<file path="src/rtl/dmc_dma_fetch_pkg.sv">
// Shared types and constants for the DMC DMA fetch unit.
package dmc_fetch_pkg;

  localparam int DEF_ADDR_W = 16;
  localparam int DEF_DATA_W = 8;
  localparam int STALL_BASE = 4;

  typedef enum logic [2:0] {
    ST_IDLE  = 3'd0,
    ST_HALT  = 3'd1,
    ST_DUMMY = 3'd2,
    ST_ALIGN = 3'd3,
    ST_FETCH = 3'd4,
    ST_DONE  = 3'd5
  } state_t;

endpackage

</file>
<file path="src/rtl/dmc_dma_fetch_if.sv">
// CPU/channel/memory signal bundle of the DMC DMA fetch unit; master is the fetch unit.
interface dmc_dma_fetch_if #(
  parameter int ADDR_W = 16,
  parameter int DATA_W = 8
);
  logic              phi_en;
  logic              cpu_rnw;
  logic              dmc_req;
  logic [ADDR_W-1:0] dmc_addr;
  logic              rdy;
  logic              absel;
  logic [ADDR_W-1:0] mem_addr;
  logic              mem_rd;
  logic              mem_ack;
  logic [DATA_W-1:0] mem_data;
  logic [DATA_W-1:0] dmc_data;
  logic              dmc_valid;

  modport master (
    input  phi_en, cpu_rnw, dmc_req, dmc_addr, mem_ack, mem_data,
    output rdy, absel, mem_addr, mem_rd, dmc_data, dmc_valid
  );

  modport slave (
    output phi_en, cpu_rnw, dmc_req, dmc_addr, mem_ack, mem_data,
    input  rdy, absel, mem_addr, mem_rd, dmc_data, dmc_valid
  );
endinterface

</file>
<file path="src/rtl/dmc_dma_fetch_getput_phase.sv">
// Get/put phase flag: toggles on every CPU cycle boundary, cleared by reset.
module dmc_getput_phase (
  input  logic i_clk,
  input  logic i_res,
  input  logic i_phi_en,
  output logic o_put
);
  logic r_put;

  always_ff @(posedge i_clk) begin
    if (i_res) r_put <= 1'b0;
    else if (i_phi_en) r_put <= ~r_put;
  end

  assign o_put = r_put;
endmodule

</file>
<file path="src/rtl/dmc_dma_fetch.sv">
// DMC DMA fetch: stalls the CPU via RDY, reads one sample byte over the memory handshake.
// DMC_GETPUT_ALIGN_EN enables get/put tracking and the ALIGN state.
module dmc_dma_fetch
  import dmc_fetch_pkg::*;
#(
  parameter int ADDR_W = DEF_ADDR_W,
  parameter int DATA_W = DEF_DATA_W
) (
  input  logic           i_clk,
  input  logic           i_res,
  dmc_dma_fetch_if.master bus
);
  // state | meaning
  // IDLE  | no request, RDY high
  // HALT  | RDY low, waiting for a CPU read cycle (writes ignore RDY)
  // DUMMY | CPU halted on a read, request committed
  // ALIGN | burn one put cycle so the fetch lands on a get cycle
  // FETCH | DMC owns the address bus, read outstanding
  // DONE  | byte captured, release CPU at next cycle boundary
  state_t            r_state;
  logic              r_rdy;
  logic              r_absel;
  logic              r_mem_rd;
  logic [ADDR_W-1:0] r_mem_addr;
  logic [DATA_W-1:0] r_dmc_data;
  logic              r_dmc_valid;
  logic              w_fetch_now;

`ifdef DMC_GETPUT_ALIGN_EN
  logic w_put;

  dmc_getput_phase u_phase (
    .i_clk   (i_clk),
    .i_res   (i_res),
    .i_phi_en(bus.phi_en),
    .o_put   (w_put)
  );

  // PUT is about to toggle; fetch now only if the coming cycle is a get (PUT=0)
  assign w_fetch_now = w_put;
`else
  assign w_fetch_now = 1'b1;
`endif

  always_ff @(posedge i_clk) begin
    if (i_res) begin
      r_state     <= ST_IDLE;
      r_rdy       <= 1'b1;
      r_absel     <= 1'b0;
      r_mem_rd    <= 1'b0;
      r_mem_addr  <= '0;
      r_dmc_data  <= '0;
      r_dmc_valid <= 1'b0;
    end else begin
      r_dmc_valid <= 1'b0;
      unique case (r_state)
        ST_IDLE: begin
          if (bus.phi_en && bus.dmc_req) begin
            r_state <= ST_HALT;
            r_rdy   <= 1'b0;
          end
        end
        ST_HALT: begin
          if (bus.phi_en) begin
            if (!bus.dmc_req) begin
              r_state <= ST_IDLE;
              r_rdy   <= 1'b1;
            end else if (bus.cpu_rnw) begin
              r_state <= ST_DUMMY;
            end
          end
        end
        ST_DUMMY: begin
          if (bus.phi_en) begin
            r_mem_addr <= bus.dmc_addr;
            if (w_fetch_now) begin
              r_state <= ST_FETCH;
              r_absel <= 1'b1;
            end else begin
              r_state <= ST_ALIGN;
            end
          end
        end
        ST_ALIGN: begin
          if (bus.phi_en) begin
            r_state <= ST_FETCH;
            r_absel <= 1'b1;
          end
        end
        ST_FETCH: begin
          // an ack only counts once the read request is visible on the bus
          if (r_mem_rd && bus.mem_ack) begin
            r_dmc_data <= bus.mem_data;
            r_mem_rd   <= 1'b0;
            r_absel    <= 1'b0;
            r_state    <= ST_DONE;
          end else begin
            r_mem_rd <= 1'b1;
          end
        end
        ST_DONE: begin
          if (bus.phi_en) begin
            r_rdy       <= 1'b1;
            r_dmc_valid <= 1'b1;
            r_state     <= ST_IDLE;
          end
        end
        default: r_state <= ST_IDLE;
      endcase
    end
  end

  assign bus.rdy       = r_rdy;
  assign bus.absel     = r_absel;
  assign bus.mem_rd    = r_mem_rd;
  assign bus.mem_addr  = r_mem_addr;
  assign bus.dmc_data  = r_dmc_data;
  assign bus.dmc_valid = r_dmc_valid;
endmodule

</file>
<file path="src/flat_wrapper.sv">
// flat-port wrapper written by rule: the top's interface ports become plain ports
module dmc_dma_fetch_flat import dmc_fetch_pkg::*;
#(
  parameter int ADDR_W = DEF_ADDR_W,
  parameter int DATA_W = DEF_DATA_W
)
  (i_clk, i_res, bus_phi_en, bus_cpu_rnw, bus_dmc_req, bus_dmc_addr, bus_mem_ack, bus_mem_data, bus_rdy, bus_absel, bus_mem_addr, bus_mem_rd, bus_dmc_data, bus_dmc_valid);
  dmc_dma_fetch_if #(.ADDR_W(ADDR_W), .DATA_W(DATA_W)) bus_i ();
  input  logic i_clk;
  input  logic i_res;
  input wire logic [$bits(bus_i.phi_en)-1:0] bus_phi_en;
  input wire logic [$bits(bus_i.cpu_rnw)-1:0] bus_cpu_rnw;
  input wire logic [$bits(bus_i.dmc_req)-1:0] bus_dmc_req;
  input wire logic [$bits(bus_i.dmc_addr)-1:0] bus_dmc_addr;
  input wire logic [$bits(bus_i.mem_ack)-1:0] bus_mem_ack;
  input wire logic [$bits(bus_i.mem_data)-1:0] bus_mem_data;
  output wire logic [$bits(bus_i.rdy)-1:0] bus_rdy;
  output wire logic [$bits(bus_i.absel)-1:0] bus_absel;
  output wire logic [$bits(bus_i.mem_addr)-1:0] bus_mem_addr;
  output wire logic [$bits(bus_i.mem_rd)-1:0] bus_mem_rd;
  output wire logic [$bits(bus_i.dmc_data)-1:0] bus_dmc_data;
  output wire logic [$bits(bus_i.dmc_valid)-1:0] bus_dmc_valid;
  assign bus_i.phi_en = bus_phi_en;
  assign bus_i.cpu_rnw = bus_cpu_rnw;
  assign bus_i.dmc_req = bus_dmc_req;
  assign bus_i.dmc_addr = bus_dmc_addr;
  assign bus_i.mem_ack = bus_mem_ack;
  assign bus_i.mem_data = bus_mem_data;
  assign bus_rdy = bus_i.rdy;
  assign bus_absel = bus_i.absel;
  assign bus_mem_addr = bus_i.mem_addr;
  assign bus_mem_rd = bus_i.mem_rd;
  assign bus_dmc_data = bus_i.dmc_data;
  assign bus_dmc_valid = bus_i.dmc_valid;
  dmc_dma_fetch #(.ADDR_W(ADDR_W), .DATA_W(DATA_W)) u_core (.i_clk(i_clk), .i_res(i_res), .bus(bus_i));
endmodule
</file>
<file path="config.mk">
export PLATFORM = sky130hd
export DESIGN_NAME = dmc_dma_fetch_flat
export DESIGN_NICKNAME = d
export VERILOG_FILES = /design/src/rtl/dmc_dma_fetch_pkg.sv /design/src/rtl/dmc_dma_fetch_if.sv /design/src/rtl/dmc_dma_fetch_getput_phase.sv /design/src/rtl/dmc_dma_fetch.sv /design/src/flat_wrapper.sv
export SDC_FILE = /design/constraint.sdc
export NUM_CORES = 1
export LEC_CHECK = 0
export BUFFER_PORTS_ARGS = -buffer_cell sky130_fd_sc_hd__buf_2
export CAP_MARGIN = 30
export CORE_MARGIN = 8
export CORE_UTILIZATION = 48
export DETAILED_ROUTE_END_ITERATION = 10
export GPL_TIMING_DRIVEN = 0
export PLACE_DENSITY_LB_ADDON = 0.08
export SLEW_MARGIN = 20
export SYNTH_ARGS = -nofsm -noshare
export SYNTH_HDL_FRONTEND = slang
export SYNTH_HIERARCHICAL = 1
export SYNTH_SLANG_ARGS = --single-unit
</file>
<file path="constraint.sdc">
create_clock -name i_clk -period 2.8 [get_ports i_clk]
set_clock_uncertainty 0.1 [all_clocks]
set_input_delay 0.28 -clock i_clk [delete_from_list [all_inputs] [get_ports i_clk]]
set_output_delay 0.28 -clock i_clk [all_outputs]
set_load 0.01 [all_outputs]
</file>
==> metrics.cfg, run 1 <==
[global_route]
antenna_found_initial = 0
groute.usage.overall = 0.156
grt_pass1_vias = 1265
grt.overflow.total = 0
grt_pass1_wl_mm = 5.40
grt_start_max_net_pins = 11

[finish]
drive_gt1_frac = 0.358
fin_util = 0.650
area_growth_pct = 30.5
diodes = 0
nets = 241
ff_latch_area_um2 = 621
fill_cells = 234
design_area_mm2 = 0.00160
multi_input_area_um2 = 541

[cts]
clkSinkCount = 31
h-tree-depth = 2
cts_buffers = 5
post_cts_resized = 0
clk_pin_slew_ns = 0.09
cts_tree = built
ctsHoldBuffers = 0
clock_latency_ns = 0.32
post_cts.repair.setup_buffers = 0
clockBufferDepth = 2
cts-root-buf = clkbuf_4

[detailed_routing]
drtIter0Drc = 48
wl_per_cell_um = 12.9
via_per_inst = 5.02
first_pass_iters = 4
ant_nets = 0
drc = 0
dr_total_vias = 1215
wirelength_mm = 3.13

[synthesis]
ys_ff_latch = 31
ys_async_sr_fraction = 0
yosys_most_used_dff = dfxtp_1
synth_edf_count = 0
synth_area_mm2 = 0.00122
synthTopCellsByArea = dfxtp_1 51%, nand2_1 15%, a21oi_1 11%
yosysMostFrequentCell = nand2_1
synthCells = 147
synth_cell_types = 29
syn_nets = 177
synth_top_cell_area_share = 0.508
ys_warn_count = 6
synth_seq_area_share = 0.508
synth_common_cells = 50 x nand2_1, 31 x dfxtp_1, 27 x a21oi_1
yosysTopAreaCell = dfxtp_1
avgSynthCellArea_um2 = 8.32

[power]
powerDensity_mw_per_mm2 = 478
leakage_nw = 0.693
peakVddDrop_mv = 0.384
power.total_mw = 0.763

[sta]
finalCriticalPeriod_ns = 1.63
fmax_mhz = 615
maxSlewViolCount = 0
finalSetupTns_ns = 0
tightest_slew_ns = 0.529
slew-limit-headroom = 0.645
post-route-period-util = 0.581
finalSetupViolations = 0
rsz0062_at_grt = no
finalHoldViolations = 0
fin_ws_ns = 1.17

[placement]
place.gp.congestion = 0.817
port_buffers = 57
dp_worst_setup_slack_ns = 1.19
dp_hpwl_mm = 2.52
place_area_mm2 = 0.00155

[die]
initial_core_util = 0.498
io_pins = 58
dieArea_mm2 = 0.00442
die_h_um = 66.5
core_area_mm2 = 0.00245
die_width_um = 66.5
row_count = 18

[worst_setup_path]
path_class = register to register
path_cells = buf_4, nor2_2, and3_4, a221oi_2, mux2_4
worstPathArrival_ns = 1.74
r2r_slack_ns = 1.17
crit_slowest_cell = dfxtp_1
critPathLaunchType = register
endpoint_kind = register
reg2reg_to = u_core/r_state[0]
required_ns = 2.92
r2r-start = u_core/r_state[1]
r2r_cells = 5
cp_max_fo = 10
max_stage_delay_ns = 0.36

[hold_path]
worstHoldEndpoint = u_core/bus.mem_addr[3]
holdPathStages = 3
worstHoldStart = bus_dmc_addr[3]
hold_path.class = input port to register

[run]
max-cap-violations = 0

[run_status]
status = complete, no violations

==> flip-flops by register name, summed over array words and instances, names as in the netlist <==
name	count
u_core/bus.rdy	1
u_core/bus.mem_rd	1
u_core/bus.absel	1
u_core/r_state	3
u_core/bus.mem_addr	16
u_core/bus.dmc_data	8
u_core/bus.dmc_valid	1
==> layout by cell type (no fill, tap or decap), drive strengths merged <==
master,instances
nor3,3
and3,2
nand2,50
buf,61
o21ai,1
mux2,1
a21oi,27
a221oi,1
a211oi,1
nor2b,2
clkbuf,11
nand2b,2
o31ai,1
nor4,2
a31oi,2
or2b,1
nand3,1
dfxtp,31
nor2,2
mux2i,2
inv,3
clkinv,1
or2,2
nand4,2
==> report_power, final <==
part | total (mW) | internal (mW) | leakage [nW] | switching [mW]
Clock | 0.241 | 0.0977 | 0.0293 | 0.143
Sequential | 0.453 | 0.446 | 0.250 | 0.00654
Combinational | 0.0692 | 0.0335 | 0.413 | 0.0357
Total | 0.763 | 0.577 | 0.693 | 0.185
==> critical path: cells and delay by family (launching register included) <==
| family | cells | cell delay (ns) |
|---|---|---|
| DFF | 1 | 0.36 |
| muxes | 1 | 0.33 |
| AOI/OAI and AO/OA | 1 | 0.28 |
| and+or+nand+nor | 2 | 0.27 |
| buffers and inverters | 1 | 0.19 |
==> per-stage QoR <==
| stage | hold WS (ns) | cells |
|---|---|---|
| floorplan | 0.298 | 147 |
| detailed placement | 0.344 | 234 |
| global placement | 0.338 | 234 |
| CTS | 0.0683 | 242 |
| finish | 0.0867 | 242 |
| global route | 0.0719 | 242 |
==> area by class of cell <==
| type | instances | share of cell area |
|---|---|---|
| clock inverter | 1 | 0.00314 |
| inverter | 3 | 0.00706 |
| buffer | 8 | 0.0314 |
| timing repair buffer | 57 | 0.179 |
| clock buffer | 7 | 0.0282 |
| sequential | 31 | 0.389 |
| multi-input combinational | 105 | 0.339 |
| tap | 30 | 0.0235 |
==> how the worst max path moves through the flow <==
| stage | to | startpoint | slack, ns | depth (start not counted) |
|---|---|---|---|---|
| after floorplan | u_core/r_state[0] | u_core/r_state[1] | 1.31 | 5 |
| after global placement | u_core/r_state[0] | u_core/r_state[1] | 1.22 | 5 |
| after detailed placement | u_core/r_state[0] | u_core/r_state[1] | 1.19 | 5 |
| after CTS | u_core/r_state[0] | u_core/r_state[1] | 1.15 | 5 |
| after global routing | u_core/r_state[0] | u_core/r_state[1] | 1.08 | 5 |
| final | u_core/r_state[0] | u_core/r_state[1] | 1.17 | 5 |
==> layer usage <==
layer  up-vias  GRT usage  part of all wire
met5         -          0                 0
met3         6     0.0738             0.096
li1        619          -                 -
met2        41      0.282              0.51
met4         0     0.0693             0.016
met1       549      0.145              0.38
==> logic make-up (layout without fill, tap and decap cells) <==
family                 Yosys count  count (layout)  synth area share
and+or+nand+nor                 69              69             0.264
AOI/OAI and AO/OA               33              33             0.149
DFF                             31              31             0.508
muxes                            3               3            0.0287
buffers and inverters           11              76            0.0501
No activity file was read; power rests on OpenSTA's default activity.
==> run 2: changes to the inputs <==
--- a/config.mk
+++ b/config.mk
@@ -8,7 +8,7 @@
 export BUFFER_PORTS_ARGS = -buffer_cell sky130_fd_sc_hd__buf_2
 export CAP_MARGIN = 30
 export CORE_MARGIN = 8
-export CORE_UTILIZATION = 48
+export CORE_UTILIZATION = 40
 export DETAILED_ROUTE_END_ITERATION = 10
 export GPL_TIMING_DRIVEN = 0
 export PLACE_DENSITY_LB_ADDON = 0.08
==> constraint.sdc (replaced) <==
create_clock -name i_clk -period 1.4 [get_ports i_clk]
set_clock_uncertainty 0.1 [all_clocks]
set_input_delay 0.14 -clock i_clk [delete_from_list [all_inputs] [get_ports i_clk]]
set_output_delay 0.14 -clock i_clk [all_outputs]
set_load 0.01 [all_outputs]
==> metrics.cfg, run 2 (synthesized netlist as in run 1, its figures left out) <==
[cts]
h-tree-depth = 2
clkSinkCount = 31
cts_tree = built
clk_pin_slew_ns = 0.10
clockBufferDepth = 2
cts_buffers = 5
clock_latency_ns = 0.33
cts-root-buf = clkbuf_4

[placement]
place.gp.congestion = 0.804
port_buffers = 57
dp_cells = 237
dp_worst_setup_slack_ns = -0.156
dp_hpwl_mm = 2.45

[sta]
finalHoldViolations = 0
fmax_mhz = 691
finalSetupViolations = 11
maxSlewViolCount = 0
post-route-period-util = 1.03
finalSetupTns_ns = -0.359
slew-limit-headroom = 0.610
holdWs_ns = 0.0207
rsz0062_at_grt = yes
tightest_slew_ns = 0.586
finalCriticalPeriod_ns = 1.45
fin_ws_ns = -0.0470

[worst_setup_path]
endpoint_kind = register
cp-endpoint = u_core/bus.dmc_data[7]
required_ns = 1.56
critPathLaunchType = register
r2r_cells = 6
r2r-start = u_core/r_state[1]
r2r_slack_ns = -0.05
cp_max_fo = 8
cp-startpoint = u_core/r_state[1]
reg2reg_to = u_core/bus.dmc_data[7]
path_class = register to register
worstPathArrival_ns = 1.61

[detailed_routing]
drtIter0Drc = 40
via_per_inst = 4.82
wirelength_mm = 3.81
first_pass_iters = 4
wl_per_cell_um = 13.5
ant_nets = 0
drc = 0
dr_total_vias = 1364

[die]
row_count = 20
core_area_mm2 = 0.00298
io_pins = 58
die_width_um = 71.3
initial_core_util = 0.411
dieArea_mm2 = 0.00508
die_h_um = 71.3

[finish]
nets = 279
drive_gt1_frac = 0.400
fill_cells = 239
layout_commonest_cell = buf_2
area_growth_pct = 67.8
largest_reg_flops = 16
ff_latch_area_um2 = 627
multi_input_area_um2 = 606
diodes = 0
finalNonFillerCells = 283
most-common-layout-cells = 57 x buf_2, 49 x nand2_1, 28 x dfxtp_1

[global_route]
groute.usage.overall = 0.153
grt_pass1_wl_mm = 6.13
antenna_found_initial = 0
grt_start_max_net_pins = 17
grt_pass1_vias = 1360
grt.overflow.total = 0

[power]
leakage_nw = 0.892
powerDensity_mw_per_mm2 = 799
peakVddDrop_mv = 0.434

[run_status]
violations = negative setup slack
status = complete, but fails checks

[hold_path]
hold_path.class = input port to register

[run]
max-cap-violations = 0

-- run 2: cell count changes in the layout (fill, tap and decap cells not counted), sizes merged --
| cell | delta |
|---|---|
| dlygate4sd3 | +27 |
| clkbuf | -1 |
| buf | +12 |
-- run 2: power breakdown --
group / internal [mW] / total, mW / switching [mW] / leakage [nW]
clock network: 0.195 / 0.498 / 0.302 / 0.0293
registers: 0.894 / 0.913 / 0.0183 / 0.252
logic: 0.136 / 0.229 / 0.0924 / 0.611
total: 1.23 / 1.64 / 0.413 / 0.892
-- run 2: worst max-delay path, cell delays in order (launching register included) --
cell and delay [ns]:
dfxtp_2 0.35, buf_8 0.13, buf_6 0.12, nor4_4 0.31
buf_6 0.18, nand2_1 0.07, a21oi_2 0.11
-- run 2: area by class of cell --
| cell class | instances | area share |
|---|---|---|
| Inverter | 3 | 0.00671 |
| Clock inverter | 1 | 0.00244 |
| Timing Repair Buffer | 96 | 0.320 |
| Sequential cell | 31 | 0.306 |
| Multi-Input combinational cell | 105 | 0.295 |
| Tap cell | 33 | 0.0201 |
| Clock buffer | 7 | 0.0220 |
| Buffer | 7 | 0.0275 |
-- run 2: per-stage QoR --
| step | util | power [mW] | area [um2] |
|---|---|---|---|
| after floorplan | - | 1.01 | 1250 |
| after global placement | 0.530 | 1.07 | 1580 |
| after detailed placement | 0.530 | 1.08 | 1580 |
| after CTS | 0.664 | 1.64 | 1980 |
| after global routing | 0.689 | 1.71 | 2050 |
| final | 0.689 | 1.64 | 2050 |
-- run 2: what timing repair did --
item,CTS,global route
hold buffers,27,0
endpoints found under the setup margin,21,26
pin swaps,1,6
hold endpoints to repair,26,0
gates resized for setup,8,16
setup buffers,9,2
cloned,0,1
-- run 2: metal layers --
layer  up-vias  GRT usage  part of all wire
li1        693          -                 -
met1       621      0.153              0.41
met2        44      0.272              0.50
met3         6     0.0697             0.076
met4         0     0.0554             0.017
met5         -          0                 0
-- run 2: how the worst min path moves through the flow --
| stage | from | to | slack [ns] | cells past startpoint |
|---|---|---|---|---|
| 4_1_cts | bus_phi_en | u_core/r_state[1] | 0.008 | 3 |
| 6_report | bus_phi_en | u_core/r_state[1] | 0.02 | 3 |
| 2_1_floorplan | bus_phi_en | u_core/bus.dmc_valid | 0.16 | 2 |
| 5_1_grt | bus_phi_en | u_core/r_state[1] | 0.02 | 3 |
| 3_5_place_dp | bus_dmc_addr[4] | u_core/bus.mem_addr[4] | 0.29 | 3 |
| 3_3_place_gp | bus_mem_data[3] | u_core/bus.dmc_data[3] | 0.28 | 3 |
==> run 3: changes to the inputs <==
--- a/config.mk
+++ b/config.mk
@@ -7,8 +7,11 @@
 export LEC_CHECK = 0
 export BUFFER_PORTS_ARGS = -buffer_cell sky130_fd_sc_hd__buf_2
 export CAP_MARGIN = 30
+export CELL_PAD_IN_SITES_DETAIL_PLACEMENT = 0
+export CELL_PAD_IN_SITES_GLOBAL_PLACEMENT = 2
 export CORE_MARGIN = 8
-export CORE_UTILIZATION = 40
+export CORE_UTILIZATION = 22
+export CTS_CLUSTER_DIAMETER = 150
 export DETAILED_ROUTE_END_ITERATION = 10
 export GPL_TIMING_DRIVEN = 0
 export PLACE_DENSITY_LB_ADDON = 0.08
==> metrics.cfg, run 3 (synthesized netlist as in run 1, its figures left out) <==
[cts]
clock_latency_ns = 0.28
clkSinkCount = 31
cts_buffers = 5
clk_pin_slew_ns = 0.07
clockBufferDepth = 2
cts-root-buf = clkbuf_8
h-tree-depth = 2
cts_tree = built

[placement]
port_buffers = 57
dp_worst_setup_slack_ns = -0.155
dp_hpwl_mm = 2.75
dp_cells = 276
place.gp.congestion = 0.762

[finish]
drive_gt1_frac = 0.380
area_growth_pct = 60.2
nets = 265
most-common-layout-cells = 57 x buf_2, 50 x nand2_1, 28 x dfxtp_1
layout_commonest_cell = buf_2
largest_reg_flops = 16
diodes = 0
finalNonFillerCells = 306

[hold_path]
worstHoldStart = bus_dmc_addr[14]
hold_path.class = input port to register
holdPathStages = 3
worstHoldEndpoint = u_core/bus.mem_addr[14]

[worst_setup_path]
path_cells = or2b_1, o31ai_2, a221oi_4, mux2_4
max_stage_delay_ns = 0.34
r2r_cells = 4
critPathLaunchType = register
reg2reg_to = u_core/r_state[0]
crit_slowest_cell = dfxtp_2
cpLargestDelayFamily = compound AO/OA/AOI/OAI gates
endpoint_kind = register
path_buf_inv = 0
worstPathArrival_ns = 1.50
r2r_slack_ns = -0.03
required_ns = 1.47
path_class = register to register
cp_max_fo = 3
r2r-start = u_core/r_state[1]

[die]
die_width_um = 90.5
core_area_mm2 = 0.00544
die_h_um = 90.5
row_count = 27
initial_core_util = 0.225
dieArea_mm2 = 0.00820
io_pins = 58

[global_route]
busiest_layer = met2
grt.overflow.total = 0
grt_pass1_wl_mm = 6.22
groute.usage.overall = 0.0928
grt_pass1_vias = 1344
grt_start_max_net_pins = 17
gr-usage-met3 = 0.0432
grtUsageMet1 = 0.0978
antenna_found_initial = 0
use_met2 = 0.155

[detailed_routing]
drtIter0Drc = 44
first_pass_iters = 2
ant_nets = 0
via_per_inst = 4.20
drc = 0
wl_per_cell_um = 12.4
wirelength_mm = 3.79
dr_total_vias = 1284

[power]
power_frac_clock = 0.364
peakVddDrop_mv = 0.299
swShare = 0.235
powerDensity_mw_per_mm2 = 895
leakage_nw = 0.826
power.total_mw = 1.75
sequentialPowerShare = 0.521
combPwrFrac = 0.115
p_int_mw = 1.34
power_switching_mw = 0.411

[sta]
slew-limit-headroom = 0.667
post-route-period-util = 1.02
finalHoldViolations = 0
maxSlewViolCount = 0
fmax_mhz = 697
tightest_slew_ns = 0.499
rsz0062_at_grt = yes
finalSetupTns_ns = -0.0363
fin_ws_ns = -0.0345
finalCriticalPeriod_ns = 1.43
finalSetupViolations = 2

[run_status]
status = complete, but fails checks
violations = negative setup slack

[run]
max-cap-violations = 0

run 3: worst max-delay path by stage:
stage / from / to / slack (ns) / depth (start not counted)
6_report: u_core/r_state[1] / u_core/r_state[0] / -0.03 / 4
3_3_place_gp: u_core/r_state[2] / u_core/bus.mem_addr[10] / -0.13 / 6
2_1_floorplan: u_core/r_state[1] / u_core/r_state[0] / 0.003 / 5
4_1_cts: u_core/r_state[1] / u_core/r_state[0] / -0.06 / 4
3_5_place_dp: u_core/r_state[2] / u_core/bus.dmc_data[7] / -0.16 / 5
5_1_grt: u_core/r_state[1] / u_core/r_state[2] / -0.09 / 5
run 3: what timing repair did:
action,4_1_cts,5_1_grt
hold endpoints to repair,18,0
gates resized for setup,6,6
setup endpoints to repair,21,28
hold buffers,18,0
setup buffers,6,1
pin swaps,3,3
run 3: area by class of cell:
class / count / area, um2
fillers: 600 / 3480
flip-flops and latches: 31 / 627
multi-input cells: 105 / 576
repair buffers: 82 / 522
well taps: 72 / 90.1
clock buffers: 6 / 72.6
plain buffers: 7 / 60.1
inverters: 3 / 11.3
run 3: worst reg2reg max path, cell delays in order, from the launching register on:
cell,delay (ns)
dfxtp_2,0.34
or2b_1,0.18
o31ai_2,0.09
a221oi_4,0.30
mux2_4,0.32
run 3: metrics by stage:
step,hold WS (ns),util,area [um2]
2_1_floorplan,0.158,-,1250
3_3_place_gp,0.280,0.299,1630
3_5_place_dp,0.286,0.299,1630
4_1_cts,0.00179,0.356,1940
5_1_grt,0.00507,0.360,1960
6_report,0.00935,0.360,1960
run 3: power groups by stage:
stage               Clock (mW)  Sequential (mW)  Combinational, mW
finish                   0.638            0.912              0.201
global route             0.703            0.914              0.220
CTS                      0.672            0.912              0.201
detailed placement           0            0.930              0.151
global placement             0            0.930              0.150
floorplan                    0            0.931             0.0791
run 3: layer usage:
| metal | vias to the layer above | part of all wire |
|---|---|---|
| met3 | 6 | 0.083 |
| met2 | 41 | 0.47 |
| met5 | - | 0 |
| met1 | 572 | 0.44 |
| met4 | 0 | 0.015 |
| li1 | 665 | - |
